--- config.mk ---
export PLATFORM = sky130hd
export DESIGN_NAME = median_filter_ctrl
export DESIGN_NICKNAME = d
export VERILOG_FILES = /design/src/rtl/median_pkg.sv /design/src/rtl/median_filter_ctrl.sv
export SDC_FILE = /design/constraint.sdc
export NUM_CORES = 1
export LEC_CHECK = 0
export CAP_MARGIN = 20
export CORE_ASPECT_RATIO = 0.6
export CORE_MARGIN = 2
export CORE_UTILIZATION = 41
export DETAILED_ROUTE_END_ITERATION = 16
export GPL_TIMING_DRIVEN = 0
export PLACE_DENSITY_LB_ADDON = 0.2
export SYNTH_ARGS = -nofsm -noshare
export SYNTH_HDL_FRONTEND = slang
export SYNTH_SLANG_ARGS = --single-unit
--- constraint.sdc ---
create_clock -name clk -period 2 [get_ports clk]
set_input_delay 0.4 -clock clk [delete_from_list [all_inputs] [get_ports clk]]
set_output_delay 0.4 -clock clk [all_outputs]
set_load 0.05 [all_outputs]
--- src/rtl/median_pkg.sv ---
// Shared types and default geometry for the median filter frame controller.
package median_pkg;

    typedef enum logic [1:0] {
        ST_IDLE  = 2'd0,
        ST_READ  = 2'd1,
        ST_DRAIN = 2'd2,
        ST_DONE  = 2'd3
    } state_e;

    localparam int unsigned DEF_ROWS  = 64;
    localparam int unsigned DEF_COLS  = 20;
    localparam int unsigned DEF_PIX_W = 8;
    localparam int unsigned DEF_AW    = 11;
    localparam int unsigned FRAME_PIX = DEF_ROWS * DEF_COLS;
    localparam int unsigned CYC_W     = 32;

endpackage

--- src/rtl/median_filter_ctrl.sv ---
// Streams one frame from source memory through an external median pipeline into
// destination memory. Optional MEDIAN_CTRL_PERF_EN adds a busy-cycle counter.
module median_filter_ctrl
    import median_pkg::*;
#(
    parameter int unsigned ROWS  = DEF_ROWS,
    parameter int unsigned COLS  = DEF_COLS,
    parameter int unsigned PIX_W = DEF_PIX_W,
    parameter int unsigned AW    = DEF_AW
) (
    input  logic             clk,
    input  logic             rst_n,
    input  logic             start,
    input  logic             abort,
    input  logic             pause,
    output logic             busy,
    output logic             done,
    output logic             src_rd_en,
    output logic [AW-1:0]    src_addr,
    input  logic [PIX_W-1:0] src_rd_data,
    output logic             flt_in_valid,
    output logic [PIX_W-1:0] flt_in_data,
    input  logic             flt_out_valid,
    input  logic [PIX_W-1:0] flt_out_data,
    output logic             dst_wr_en,
    output logic [AW-1:0]    dst_addr,
    output logic [PIX_W-1:0] dst_wr_data
`ifdef MEDIAN_CTRL_PERF_EN
    ,
    output logic [CYC_W-1:0] cycle_cnt
`endif
);

    localparam int unsigned   FRAME    = ROWS * COLS;
    localparam logic [AW-1:0] LAST_IDX = AW'(FRAME - 1);

    state_e          state_q, state_d;
    logic [AW-1:0]   rd_cnt_q, rd_cnt_d;
    logic [AW-1:0]   wr_cnt_q, wr_cnt_d;
    logic            flt_vld_q;
    logic            in_pass;
    logic            rd_fire;
    logic            wr_fire;
    logic            last_rd;
    logic            last_wr;

    // Per-cycle actions; abort suppresses both read and write in its cycle.
    always_comb begin
        in_pass = (state_q == ST_READ) || (state_q == ST_DRAIN);
        rd_fire = (state_q == ST_READ) && !pause && !abort;
        wr_fire = in_pass && flt_out_valid && !abort;
        last_rd = rd_fire && (rd_cnt_q == LAST_IDX);
        last_wr = wr_fire && (wr_cnt_q == LAST_IDX);
    end

    always_ff @(posedge clk or negedge rst_n) begin
        if (!rst_n) begin
            state_q   <= ST_IDLE;
            rd_cnt_q  <= '0;
            wr_cnt_q  <= '0;
            flt_vld_q <= 1'b0;
        end else begin
            state_q   <= state_d;
            rd_cnt_q  <= rd_cnt_d;
            wr_cnt_q  <= wr_cnt_d;
            flt_vld_q <= rd_fire;
        end
    end

    // Counters hold at the last index so they never wrap even when FRAME == 2**AW.
    always_comb begin
        state_d  = state_q;
        rd_cnt_d = rd_cnt_q;
        wr_cnt_d = wr_cnt_q;
        case (state_q)
            ST_IDLE: begin
                if (start) begin
                    state_d  = ST_READ;
                    rd_cnt_d = '0;
                    wr_cnt_d = '0;
                end
            end
            ST_READ: begin
                if (abort) begin
                    state_d = ST_IDLE;
                end else begin
                    if (last_wr) begin
                        state_d = ST_DONE;
                    end else if (last_rd) begin
                        state_d = ST_DRAIN;
                    end
                    if (rd_fire && !last_rd) begin
                        rd_cnt_d = rd_cnt_q + AW'(1);
                    end
                    if (wr_fire && !last_wr) begin
                        wr_cnt_d = wr_cnt_q + AW'(1);
                    end
                end
            end
            ST_DRAIN: begin
                if (abort) begin
                    state_d = ST_IDLE;
                end else begin
                    if (last_wr) begin
                        state_d = ST_DONE;
                    end
                    if (wr_fire && !last_wr) begin
                        wr_cnt_d = wr_cnt_q + AW'(1);
                    end
                end
            end
            ST_DONE: begin
                state_d = ST_IDLE;
            end
            default: begin
                state_d = ST_IDLE;
            end
        endcase
    end

    // Strobes track the current cycle so the write lands with the pipeline result.
    assign busy         = in_pass;
    assign done         = last_wr;
    assign src_rd_en    = rd_fire;
    assign src_addr     = rd_cnt_q;
    assign flt_in_valid = flt_vld_q;
    assign flt_in_data  = flt_vld_q ? src_rd_data : '0;
    assign dst_wr_en    = wr_fire;
    assign dst_addr     = wr_cnt_q;
    assign dst_wr_data  = wr_fire ? flt_out_data : '0;

`ifdef MEDIAN_CTRL_PERF_EN
    logic [CYC_W-1:0] cyc_q;

    // Counts READ/DRAIN cycles of the latest pass; holds once the pass ends.
    always_ff @(posedge clk or negedge rst_n) begin
        if (!rst_n) begin
            cyc_q <= '0;
        end else if ((state_q == ST_IDLE) && start) begin
            cyc_q <= '0;
        end else if (in_pass) begin
            cyc_q <= cyc_q + CYC_W'(1);
        end
    end

    assign cycle_cnt = cyc_q;
`endif

endmodule
Word level (Yosys, flattened, before mapping) --
Cells that the tools add are included.
Cells by class: add/subtract/negate cells 2, equal/unequal tests 12, mux-type cells 16, reduce and logical (&&, ||, !) cells 20
Operator list (count):
- 11-bit two-way mux | 5
- 11-bit one-hot mux with 2 select lines | 2
- 11-bit by 1-bit adder with 11-bit output, second input constant | 2
- 11-bit equality test, second input constant | 2
- 8-bit two-way mux | 2
- 2-bit two-way mux | 6
- 1-bit logical AND | 8
- 2-bit one-hot mux with 4 select lines | 1
- 4-bit AND reduction | 2
- 2-bit != test, second input constant | 3
- 2-bit equality test, second input constant | 2
- 1-bit logical NOT | 4
- 2-bit by 1-bit != test with 1-bit output, second input constant | 2
- 4-bit != test, second input constant | 1
- 2-bit nonzero test | 2
- 3-bit != test, second input constant | 1
- 3-bit AND reduction | 1
- 2-bit by 1-bit equality test with 1-bit output, second input constant | 1
- 2-bit logical NOT | 1
- 2-bit OR reduction | 1
- 1-bit logical OR | 1
Word-level totals: bits in registers 25, logic and storage cells 54

Longest topological paths before layout --
Gate-level depths: netlist of the first run.
depth in word-level cells 10, gate-level depth with buffers 8

Worst setup path before layout of the first run --
Ideal clock, no wire load.
path kind reg-to-output, start reg state_q[0], end out done, arrival time 2.616 ns, path slack -1.016 ns, stages on the path, launching flop included 7, buffers on the path 1, cell sequence dfrtp_1 > inv_1 > ha_1 > nand3b_1 > inv_1 > clkbuf_1 > and4_1
On the way: cells in the longest elaborated chain, start to end 5
Ends and longest elaborated chain:
- start, declared | line median_filter_ctrl.sv:37 | state_e state_q, state_d;
- start signal, assigned | line median_filter_ctrl.sv:63 | state_q <= state_d;
- 2-bit by 1-bit equality test with 1-bit output or 2-bit equality test (tied branches) | line median_filter_ctrl.sv:49 | in_pass = (state_q == ST_READ) || (state_q == ST_DRAIN);
- 1-bit logical OR (*) | line median_filter_ctrl.sv:49
- named net busy | line median_filter_ctrl.sv:16 | output logic busy,
- 1-bit logical AND (*) (2 in series) | line median_filter_ctrl.sv:51 | wr_fire = in_pass && flt_out_valid && !abort;
- named net dst_wr_en | line median_filter_ctrl.sv:25 | output logic dst_wr_en,
- 1-bit logical AND (*) | line median_filter_ctrl.sv:53 | last_wr = wr_fire && (wr_cnt_q == LAST_IDX);
- end, declared | line median_filter_ctrl.sv:17 | output logic done,
Mark *: on every way through the listed nets, which the timed path passes. The rest lies on a longest branch.

Worst setup path in the final report of the first run --
start reg state_q[1], end out dst_wr_data[7]
On the way: cells in the longest elaborated chain, start to end 5
Ends and longest elaborated chain:
- 2-bit by 1-bit equality test with 1-bit output or 2-bit equality test (tied branches) | line median_filter_ctrl.sv:49
- 1-bit logical OR (*) | line median_filter_ctrl.sv:49
- 1-bit logical AND (*) (2 in series) | line median_filter_ctrl.sv:51
- 8-bit two-way mux (*) | line median_filter_ctrl.sv:130 | assign dst_wr_data = wr_fire ? flt_out_data : '0;
- end, declared | line median_filter_ctrl.sv:27 | output logic [PIX_W-1:0] dst_wr_data
Every way passes the cells marked *; elsewhere a longest branch is shown, timed or not.

==> results.cfg, run 1 <==
[die]
start_util_pct = 43.9
pin_count = 65
dieArea_um2 = 5070
die_h_um = 56.0
die_x_um = 90.6
placeableCoreArea_um2 = 4210
num_rows = 18

[grt]
grt_pass1_wl_um = 9560
grtUsageTotal_pct = 23.2
grt-ovfl-total = 0
grt_antenna_before_repair = 0
grt_max_degree = 18
grt_pass1_vias = 1848

[synth]
yosys_warnings = 0
synth_cells = 206
synth_ff_type = dfrtp_1
synthSimpleGateAreaFrac_pct = 37.4
synth.area.mux_share_pct = 2.37
synthXorXnorAreaFrac_pct = 0
synthesis.area_um2 = 1850
ys_seq_area_share_pct = 33.9
syn_nets = 233
synth_seq_cells = 25
synth_compound_area_share_pct = 19.6
synth_fa_ha_area_share_pct = 3.39
synth_edf_count = 0
ys_async_sr_fraction_pct = 100
synth_top_family_by_area = simple AND/OR/NAND/NOR gates
syn_area_per_cell_um2 = 8.96
synth_cell_types = 56

[sta]
min_period_ns = 2.12
layout_setup_ws_ns = -0.124
maxSlewHeadroom_pct = 64.7
clock.fmax_ghz = 0.471
finalSetupViolCount = 11
tightest_slew_ns = 0.528
worst_clock_skew_ns = 0.00663
tns_ns = -0.856
period_share_pct = 106
rsz0062_at_grt = yes
hold_viol_final = 0
slew_violations = 0
whs_ns = 0.466

[power]
power_frac_comb_pct = 69.3
switching_power_mw = 2.09
sw_frac_of_total_pct = 53.7
intPower_mw = 1.81
ir_drop_uv = 809
p_leak_nw = 1.34
power.share.sequential_pct = 22.5
pwr-share-clk_pct = 8.1
power_density_nw_per_um2 = 1340
power_mw = 3.90

[finish]
antenna_cells = 0
stdcell_count = 346
nets = 314
syn_to_final_growth_pct = 57.7
drive_gt1_share_pct = 24.5

[run]
max_cap_viol_count = 0

[cts]
clockBufferDepth = 2
cts_num_sinks = 25
clk_latency_ns = 0.28
htreeDepth = 1
cts_tree = yes
clk_pin_slew_worst_paths_ns = 0.09
root_buffer = clkbuf_8
numCtsBuffers = 3

[worst_setup_path]
cp_max_fo = 5
required_ns = 1.60
start_kind = flip-flop
critical_path_arrival_ns = 1.72
criticalPathCategory = flip-flop to output pin
r2r_setup_slack_ns = -0.01
end_kind = output pin

[status]
failed_checks = setup timing
status = finished, violations left

[placed_design]
place_congestion = 0.887
port-buffer-count = 64
place_hpwl_um = 4150
dp_cells = 331
place_ws_ns = -0.953

[drt]
wl_per_cell_um = 17.1
routed_wl_um = 5930
viasPerCell = 5.83
drt_iter0_drc = 205
drc = 0
via_count = 2018
firstDrtPassIters = 5
antenna_left = 0

[worst_hold_path]
hold_path_class = input port to async pin
## cell usage after synthesis, types with 2 or more instances
library cell / number / area (um^2)
mux2i_1: 3 / 30.0
nor3_1: 6 / 30.0
and2_0: 2 / 12.5
a22o_1: 2 / 17.5
nor3b_2: 2 / 25.0
or4_1: 2 / 15.0
a21oi_1: 6 / 30.0
o221ai_1: 5 / 43.8
nand2b_1: 7 / 43.8
o31ai_1: 3 / 22.5
a21o_1: 2 / 15.0
dfrtp_1: 25 / 626
a31oi_1: 2 / 12.5
or3_1: 2 / 12.5
inv_1: 8 / 30.0
o21ai_0: 12 / 60.1
and2_1: 19 / 119
nand3_1: 10 / 50.1
and4_1: 5 / 43.8
buf_2: 2 / 10.0
ha_1: 5 / 62.6
nor2_1: 2 / 7.51
nor2b_1: 2 / 12.5
a41oi_1: 2 / 17.5
and3_1: 6 / 37.5
nand2_1: 17 / 63.8
nand4b_1: 3 / 26.3
o21ai_1: 3 / 15.0
clkbuf_1: 4 / 15.0
nand3b_1: 6 / 45.0
nand4_1: 6 / 37.5
## cell type report
class / count / area, um^2
clock buffers: 4 / 45.0
plain buffers: 6 / 38.8
well taps: 60 / 75.1
flip-flops and latches: 25 / 631
repair buffers: 76 / 788
repair inverters: 1 / 7.51
fillers: 337 / 1300
multi-input cells: 166 / 1290
inverters: 8 / 35.0
## flip-flops by register name, summed over array words and instances (netlist names)
register / cells
flt_in_valid: 1
state_q: 2
dst_addr: 11
src_addr: 11
## critical path, stage by stage (launching register included)
cell,delay [ns]
dfrtp_1,0.40
inv_2,0.12
ha_4,0.23
nand3b_1,0.10
buf_6,0.15
clkinvlp_4,0.13
and2_4,0.16
buf_8,0.14
## power groups by stage
stage	sequential [mW]	clock (mW)	combinational, mW
after CTS	0.868	0.320	2.51
after floorplan	1.25	0	1.36
after global routing	0.913	0.345	2.90
final	0.878	0.317	2.70
after global placement	0.886	0	2.40
after detailed placement	0.888	0	2.45
## worst paths after layout
check,startpoint,endpoint,cells past startpoint
worst max-delay path,state_q[1]$_DFFE_PN0P_,dst_wr_data[7],7
worst min-delay path,rst_n,src_addr[3]$_DFFE_PN0P_,1
worst max register to register,state_q[1]$_DFFE_PN0P_,dst_addr[6]$_DFFE_PN0P_,7
worst min register to register,dst_addr[0]$_DFFE_PN0P_,dst_addr[0]$_DFFE_PN0P_,1
max in group asynchronous,rst_n,dst_addr[2]$_DFFE_PN0P_,2
min in group clk,dst_addr[0]$_DFFE_PN0P_,dst_addr[0]$_DFFE_PN0P_,1
## stage by stage
step	instance area, um^2	util [%]
finish	2910	69.1
global route	2910	69.1
CTS	2760	65.5
detailed placement	2670	63.3
global placement	2640	62.7
floorplan	1920	-
## routing by layer
layer	share of wire (%)	GRT usage [%]
met4	0.59	3.30
met1	47	36.2
met3	11	6.23
met5	0	0
met2	42	32.2
## cell families (layout without fill, tap and decap cells)
family | after synthesis | in the layout
simple gates | 107 | 107
compound gates | 50 | 50
flops | 25 | 25
buf+inv | 15 | 95
fa+ha+maj | 5 | 5
mux | 4 | 4
## cells in the final DEF (no fill, tap or decap), drive strengths merged, types with 3 or more instances in the layout
cell type and count:
a21oi 6, and2 21, and3 6, and4 5, buf 27, clkbuf 7
clkdlybuf4s50 27, dfrtp 25, dlygate4sd2 16, dlymetal6s2s 9, ha 5, inv 8
mux2i 4, nand2 17, nand2b 7, nand3 11, nand3b 6, nand4 7
nand4b 3, nor3 6, nor3b 3, o21ai 15, o221ai 5, o31ai 3
## timing repair
item,in CTS,in global routing
gates cloned,0,1
endpoints found under the setup margin,38,31
hold endpoints to repair,0,0
gates resized for setup,100,44
hold buffers,0,0
pin swaps,4,9
buffers inserted,7,5
(Power assumes the default switching activity.)
==> run 2, diff against run 1 <==
CTS_CLUSTER_DIAMETER = 100   (was unset)
==> results of run 2 <==
Final layout, timing and power as in run 1 (identical DEF).
==> run 3, diff against run 2 <==
--- a/config.mk
+++ b/config.mk
@@ -6,8 +6,9 @@
 export NUM_CORES = 1
 export LEC_CHECK = 0
+export ABC_AREA = 1
 export CAP_MARGIN = 20
 export CORE_ASPECT_RATIO = 0.6
 export CORE_MARGIN = 2
-export CORE_UTILIZATION = 41
+export CORE_UTILIZATION = 40
 export CTS_CLUSTER_DIAMETER = 100
 export DETAILED_ROUTE_END_ITERATION = 16
==> constraint.sdc (replaced) <==
create_clock -name clk -period 2 [get_ports clk]
set_input_delay 0.3 -clock clk [delete_from_list [all_inputs] [get_ports clk]]
set_output_delay 0.3 -clock clk [all_outputs]
set_load 0.05 [all_outputs]
==> run 3 against run 2 <==
The flow still finishes with violations (setup timing). Sequential power is 24% lower. Area after synthesis is 3.3% lower. Largest cell class unchanged. Combinational power is 20% lower. Highest routed layer unchanged. Largest power group unchanged. Hold slack worse by 0.076 ns. Clock-buffer cell count is 1 lower.
==> results.cfg, run 3 <==
[status]
status = finished, violations left
failed_checks = setup timing

[sta]
whs_ns = 0.390
tightest_slew_ns = 0.599
period_share_pct = 103
hold_viol_final = 0
rsz0062_at_grt = yes
clock.fmax_ghz = 0.487
layout_setup_ws_ns = -0.0517
maxSlewHeadroom_pct = 59.9
min_period_ns = 2.05
worst_clock_skew_ns = 0.00740
slew_violations = 0
finalSetupViolCount = 3
tns_ns = -0.0665

[synth]
ys_seq_area_share_pct = 35.0
synth_most_common_cell = nand2_1
synth_seq_cells = 25
synth_edf_count = 0
synth_cells = 248
synth_cell_types = 27
synthesis.area_um2 = 1790
synth_ff_type = dfrtp_1
synth_top_area_share_pct = 35.0
ys_async_sr_fraction_pct = 100
synth_top_cell_by_area = dfrtp_1
synth_area_leaders = dfrtp_1 35%, nand2_1 16%, inv_1 7.4%
synth_common_cells = 77 x nand2_1, 35 x inv_1, 28 x nor2_1, 25 x dfrtp_1, 14 x nand3_1
yosys_warnings = 0
syn_area_per_cell_um2 = 7.20
syn_nets = 275

[worst_setup_path]
end_kind = output pin
cp_max_fo = 4
start_kind = flip-flop
required_ns = 1.70
criticalPathCategory = flip-flop to output pin
critical_path_arrival_ns = 1.75

[grt]
grt_antenna_before_repair = 0
grt_pass1_vias = 1649
grtUsageTotal_pct = 18.0
grt-ovfl-total = 0
grt_max_degree = 17
grt_pass1_wl_um = 7500

[cts]
clockBufferDepth = 2
root_buffer = clkbuf_8
cts_num_sinks = 25
clk_pin_slew_worst_paths_ns = 0.10
numCtsBuffers = 3
clk_latency_ns = 0.28
cts_tree = yes
htreeDepth = 1
cts-hold-fix-buffers = 0

[drt]
firstDrtPassIters = 4
antenna_left = 0
wl_per_cell_um = 11.9
drt_iter0_drc = 103
viasPerCell = 4.66
routed_wl_um = 4640
drc = 0
via_count = 1821

[placed_design]
place_ws_ns = -0.596
place_hpwl_um = 3500
port-buffer-count = 64
place_congestion = 0.809
placed_area_um2 = 2580
dp_cells = 373

[finish]
syn_to_final_growth_pct = 54.2
final_cell_mix = 76 x nand2_1, 44 x clkdlybuf4s50_1, 31 x inv_1, 24 x dfrtp_1, 19 x nor2_1
final_design_area_no_fill_um2 = 2750
nets = 359
drive_gt1_share_pct = 24.5
antenna_cells = 0
finish.utilization_pct = 65.7
stdcell_count = 391
final_common_cell = nand2_1

[die]
die_x_um = 90.3
die_h_um = 55.8
placeableCoreArea_um2 = 4190
num_rows = 18
pin_count = 65
start_util_pct = 42.6
dieArea_um2 = 5030

[worst_hold_path]
hold_path_class = input port to async pin

[run]
max_cap_viol_count = 0

[power]
ir_drop_uv = 1080
power_mw = 3.15
p_leak_nw = 1.38
power_density_nw_per_um2 = 1150
## run 3: cell count changes after synthesis, sizes merged, moves of 6 or more
cell / change
xor2: +12
nand2: +67
and2: -21
and3: -6
inv: +32
nand2b: -7
nor2: +29
## run 3: critical path, stage by stage (launching register included)
cell        delay [ns]
dfrtp_1           0.44
inv_2             0.08
ha_4              0.25
buf_8             0.13
nand3_4           0.11
clkinvlp_4        0.14
nand2_4           0.10
clkinvlp_4        0.08
buf_8             0.15
## run 3: cells by family (layout without fill, tap and decap cells)
| logic type | count (synthesis) | after routing | synth area share [%] |
|---|---|---|---|
| compound gates | 19 | 19 | 7.43 |
| xor+xnor | 12 | 12 | 5.89 |
| fa+ha+maj | 5 | 5 | 3.50 |
| buf+inv | 45 | 127 | 11.2 |
| flops | 25 | 25 | 35.0 |
| simple gates | 142 | 143 | 36.9 |
## run 3: routing by layer
metal	track usage, %	vias up	share of wire (%)
met5	0	-	0
li1	-	926	-
met4	1.98	0	0.37
met2	25.9	62	41
met3	5.83	4	7.8
met1	26.9	829	51
## run 3: repair_timing
item | 4_1_cts | 5_1_grt
pin swaps | 0 | 3
endpoints found under the hold margin | 0 | 0
resized for setup | 72 | 18
endpoints found under the setup margin | 20 | 18
gates cloned | 1 | 0
setup buffers | 1 | 12
## run 3: worst paths after layout
| kind | from | to | slack [ns] | cells past startpoint |
|---|---|---|---|---|
| min in group clk | dst_addr[1]$_DFFE_PN0P_ | dst_addr[1]$_DFFE_PN0P_ | 0.56 | 2 |
| min reg2reg | dst_addr[1]$_DFFE_PN0P_ | dst_addr[1]$_DFFE_PN0P_ | 0.56 | 2 |
| max | state_q[0]$_DFFE_PN0P_ | done | -0.05 | 8 |
| max reg2reg | state_q[0]$_DFFE_PN0P_ | dst_addr[9]$_DFFE_PN0P_ | 0.12 | 10 |
| max in group asynchronous | rst_n | dst_addr[0]$_DFFE_PN0P_ | 1.11 | 2 |
| min | rst_n | dst_addr[7]$_DFFE_PN0P_ | 0.39 | 1 |
## run 3: layout make-up
class	count	area (um^2)
multi-input combinational	179	1040
tap	60	75.1
inverter	40	158
clock inverter	1	7.51
clock buffer	3	41.3
sequential	25	627
timing repair buffer	78	746
fill	389	1440
buffer	5	61.3
## run 3: power by group
| part | switching [mW] | leakage, nW | internal, mW |
|---|---|---|---|
| Sequential | 0.0895 | 0.342 | 0.578 |
| Clock | 0.182 | 0.0217 | 0.142 |
| Combinational | 1.36 | 1.02 | 0.805 |
==> RTL edit, RTL diff (config.mk and constraints of run 3) <==
Put a register stage on the outputs `busy`, `done`, `src_rd_en`, `flt_in_data`, `dst_wr_en` and `dst_wr_data`, without a reset. The values now appear one clock later. The other outputs are not delayed to match. Comments in the files are not updated.
--- a/src/rtl/median_filter_ctrl.sv
+++ b/src/rtl/median_filter_ctrl.sv
@@ -120,13 +120,15 @@
 
     // Strobes track the current cycle so the write lands with the pipeline result.
-    assign busy         = in_pass;
-    assign done         = last_wr;
-    assign src_rd_en    = rd_fire;
     assign src_addr     = rd_cnt_q;
     assign flt_in_valid = flt_vld_q;
-    assign flt_in_data  = flt_vld_q ? src_rd_data : '0;
-    assign dst_wr_en    = wr_fire;
     assign dst_addr     = wr_cnt_q;
-    assign dst_wr_data  = wr_fire ? flt_out_data : '0;
+    always_ff @(posedge clk) begin
+        busy        <= in_pass;
+        done        <= last_wr;
+        src_rd_en   <= rd_fire;
+        flt_in_data <= flt_vld_q ? src_rd_data : '0;
+        dst_wr_en   <= wr_fire;
+        dst_wr_data <= wr_fire ? flt_out_data : '0;
+    end
 
 `ifdef MEDIAN_CTRL_PERF_EN
Formal check against the unedited RTL: not equivalent (Yosys sat finds a counterexample within 4 cycles, from zero or initial values and one cycle with rst_n low).
==> RTL edit against run 3 <==
Fmax rose by 6.4%. Area after synthesis grew 24%. Routed wire length grew 12%. Core utilization is 7.3 points lower. Clock power up 77%. Clock skew is 2.3 ps lower. Sequential cell count increased by 20. Setup slack better by 120 ps. Critical path depth is 7 lower. Cell area is 11% higher. Largest power group unchanged. Power is 6.6% higher. First-iteration DRC count rose by 29%.
==> RTL edit: results (changes against run 3) <==
run status: finished clean
crit-path max FO: 7 (+3)
top cell type's share of synthesized area: 28.3% (-6.8 points)
post-CTS repair timing setup buffer count: 0 (-1)
crit path to: src_addr[2]
clk root buf: clkbuf_8
syn nets: 318 (+16%)
FF-to-FF setup slack: 240 ps (+120 ps)
dpl cell area: 0.00295 mm^2 (+14%)
DP HPWL: 3890 um (+11%)
Synth area leaders: dfrtp_1 (28%), dfxtp_1 (18%), nand2_1 (15%)
Async S/R FF share, synth: 55.6% (-44 points)
R2R depth: 9 (-1)
synth warn: 0 (unchanged)
post-synthesis sequential area ratio: 46.4% (+11 points)
1st-iter DRT viols: 133 (+29%)
reg-to-reg endpoint: state_q[0]
VDD IR max: 0.566 mV (-47%)
delay of the slowest critical-path stage: 850 ps (+410 ps)
Clk Latency, worst-skew pair: 300 ps (+20 ps)
CP arrival: 1630 ps (-120 ps)
Num CTS Buffers: 5 (+2)
via count: 2028 (+11%)
global-route wire length before repair: 8240 um (+9.8%)
worst setup path startpoint: src_addr[2]
RD Place Congestion: 0.840 (+3.8%)
Worst slew margin: 51.9% (-8.0 points)
share of cells above drive strength 1: 10.4% (-14 points)
# resized after CTS: 0 (-100%)
wire per inst: 12.0 um (+1.4%)
largest net degree at the start of global routing: 16 (-1)
leakage power figure: 1.46 nW (+5.4%)
Synth cell types: 28 (+3.7%)
CTS HTree Levels: 2 (+1)
Critical-path top delay cell: clkdlybuf4s50_1
worst reg2reg path startpoint: state_q[1]
## RTL edit: changes by cell type in the layout (fill, tap and decap cells not counted), moves of 9 or more
| cell | change |
|---|---|
| dfxtp_1 | +20 |
| clkdlybuf4s50_1 | +20 |
| nand3_1 | +13 |
| nand2_1 | +11 |
| dlygate4sd2_1 | -9 |
| buf_4 | -15 |
| inv_1 | +12 |
## RTL edit: where the power goes
group | leakage (nW) | internal [W] | switching [W]
clock | 0.0489 | 0.000249 | 0.000324
sequential | 0.505 | 0.00104 | 0.000138
combinational | 0.903 | 0.000548 | 0.00106
## RTL edit: cell families after synthesis
logic type	after synthesis	share of synthesized area (%)
compound gates	22	5.83
xor+xnor	7	2.77
fa+ha+maj	5	2.83
buf+inv	53	10.7
flops	45	46.4
simple gates	159	31.4
## RTL edit: worst reg2reg max path, delay by kind of cell (launching register included)
family	cells	cell delay [ps]
buffers and inverters	1	70
adders and majority gates	1	300
DFF	1	390
and+or+nand+nor	7	880
## RTL edit: metal layers
metal / wire length [um] / track usage [%] / vias to the layer above
met5: 0 / 0 / -
met3: 434 / 4.88 / 2
met2: 2060 / 26.9 / 82
li1: - / - / 1039
met1: 2670 / 24.6 / 905
met4: 12 / 4.50 / 0
## RTL edit: cell type report
class                   count  area [um^2]
multi-input cells         193          951
well taps                  66         82.6
flip-flops and latches     45         1030
clock inverters             3         20.0
fillers                   464         2160
clock buffers               5         68.8
repair buffers             65          656
plain buffers               8         68.8
inverters                  45          171
## RTL edit: through the flow
stage	cells	power, W	util (%)	hold slack [ps]	worst slack (ps)
final	430	0.00336	58.5	428	71.1
after floorplan	291	0.00229	-	4.41	220
after CTS	430	0.00339	58.4	455	67.2
after detailed placement	422	0.00281	56.7	517	113
after global placement	421	0.00277	56.4	497	173
after global routing	430	0.00358	58.5	491	3.11
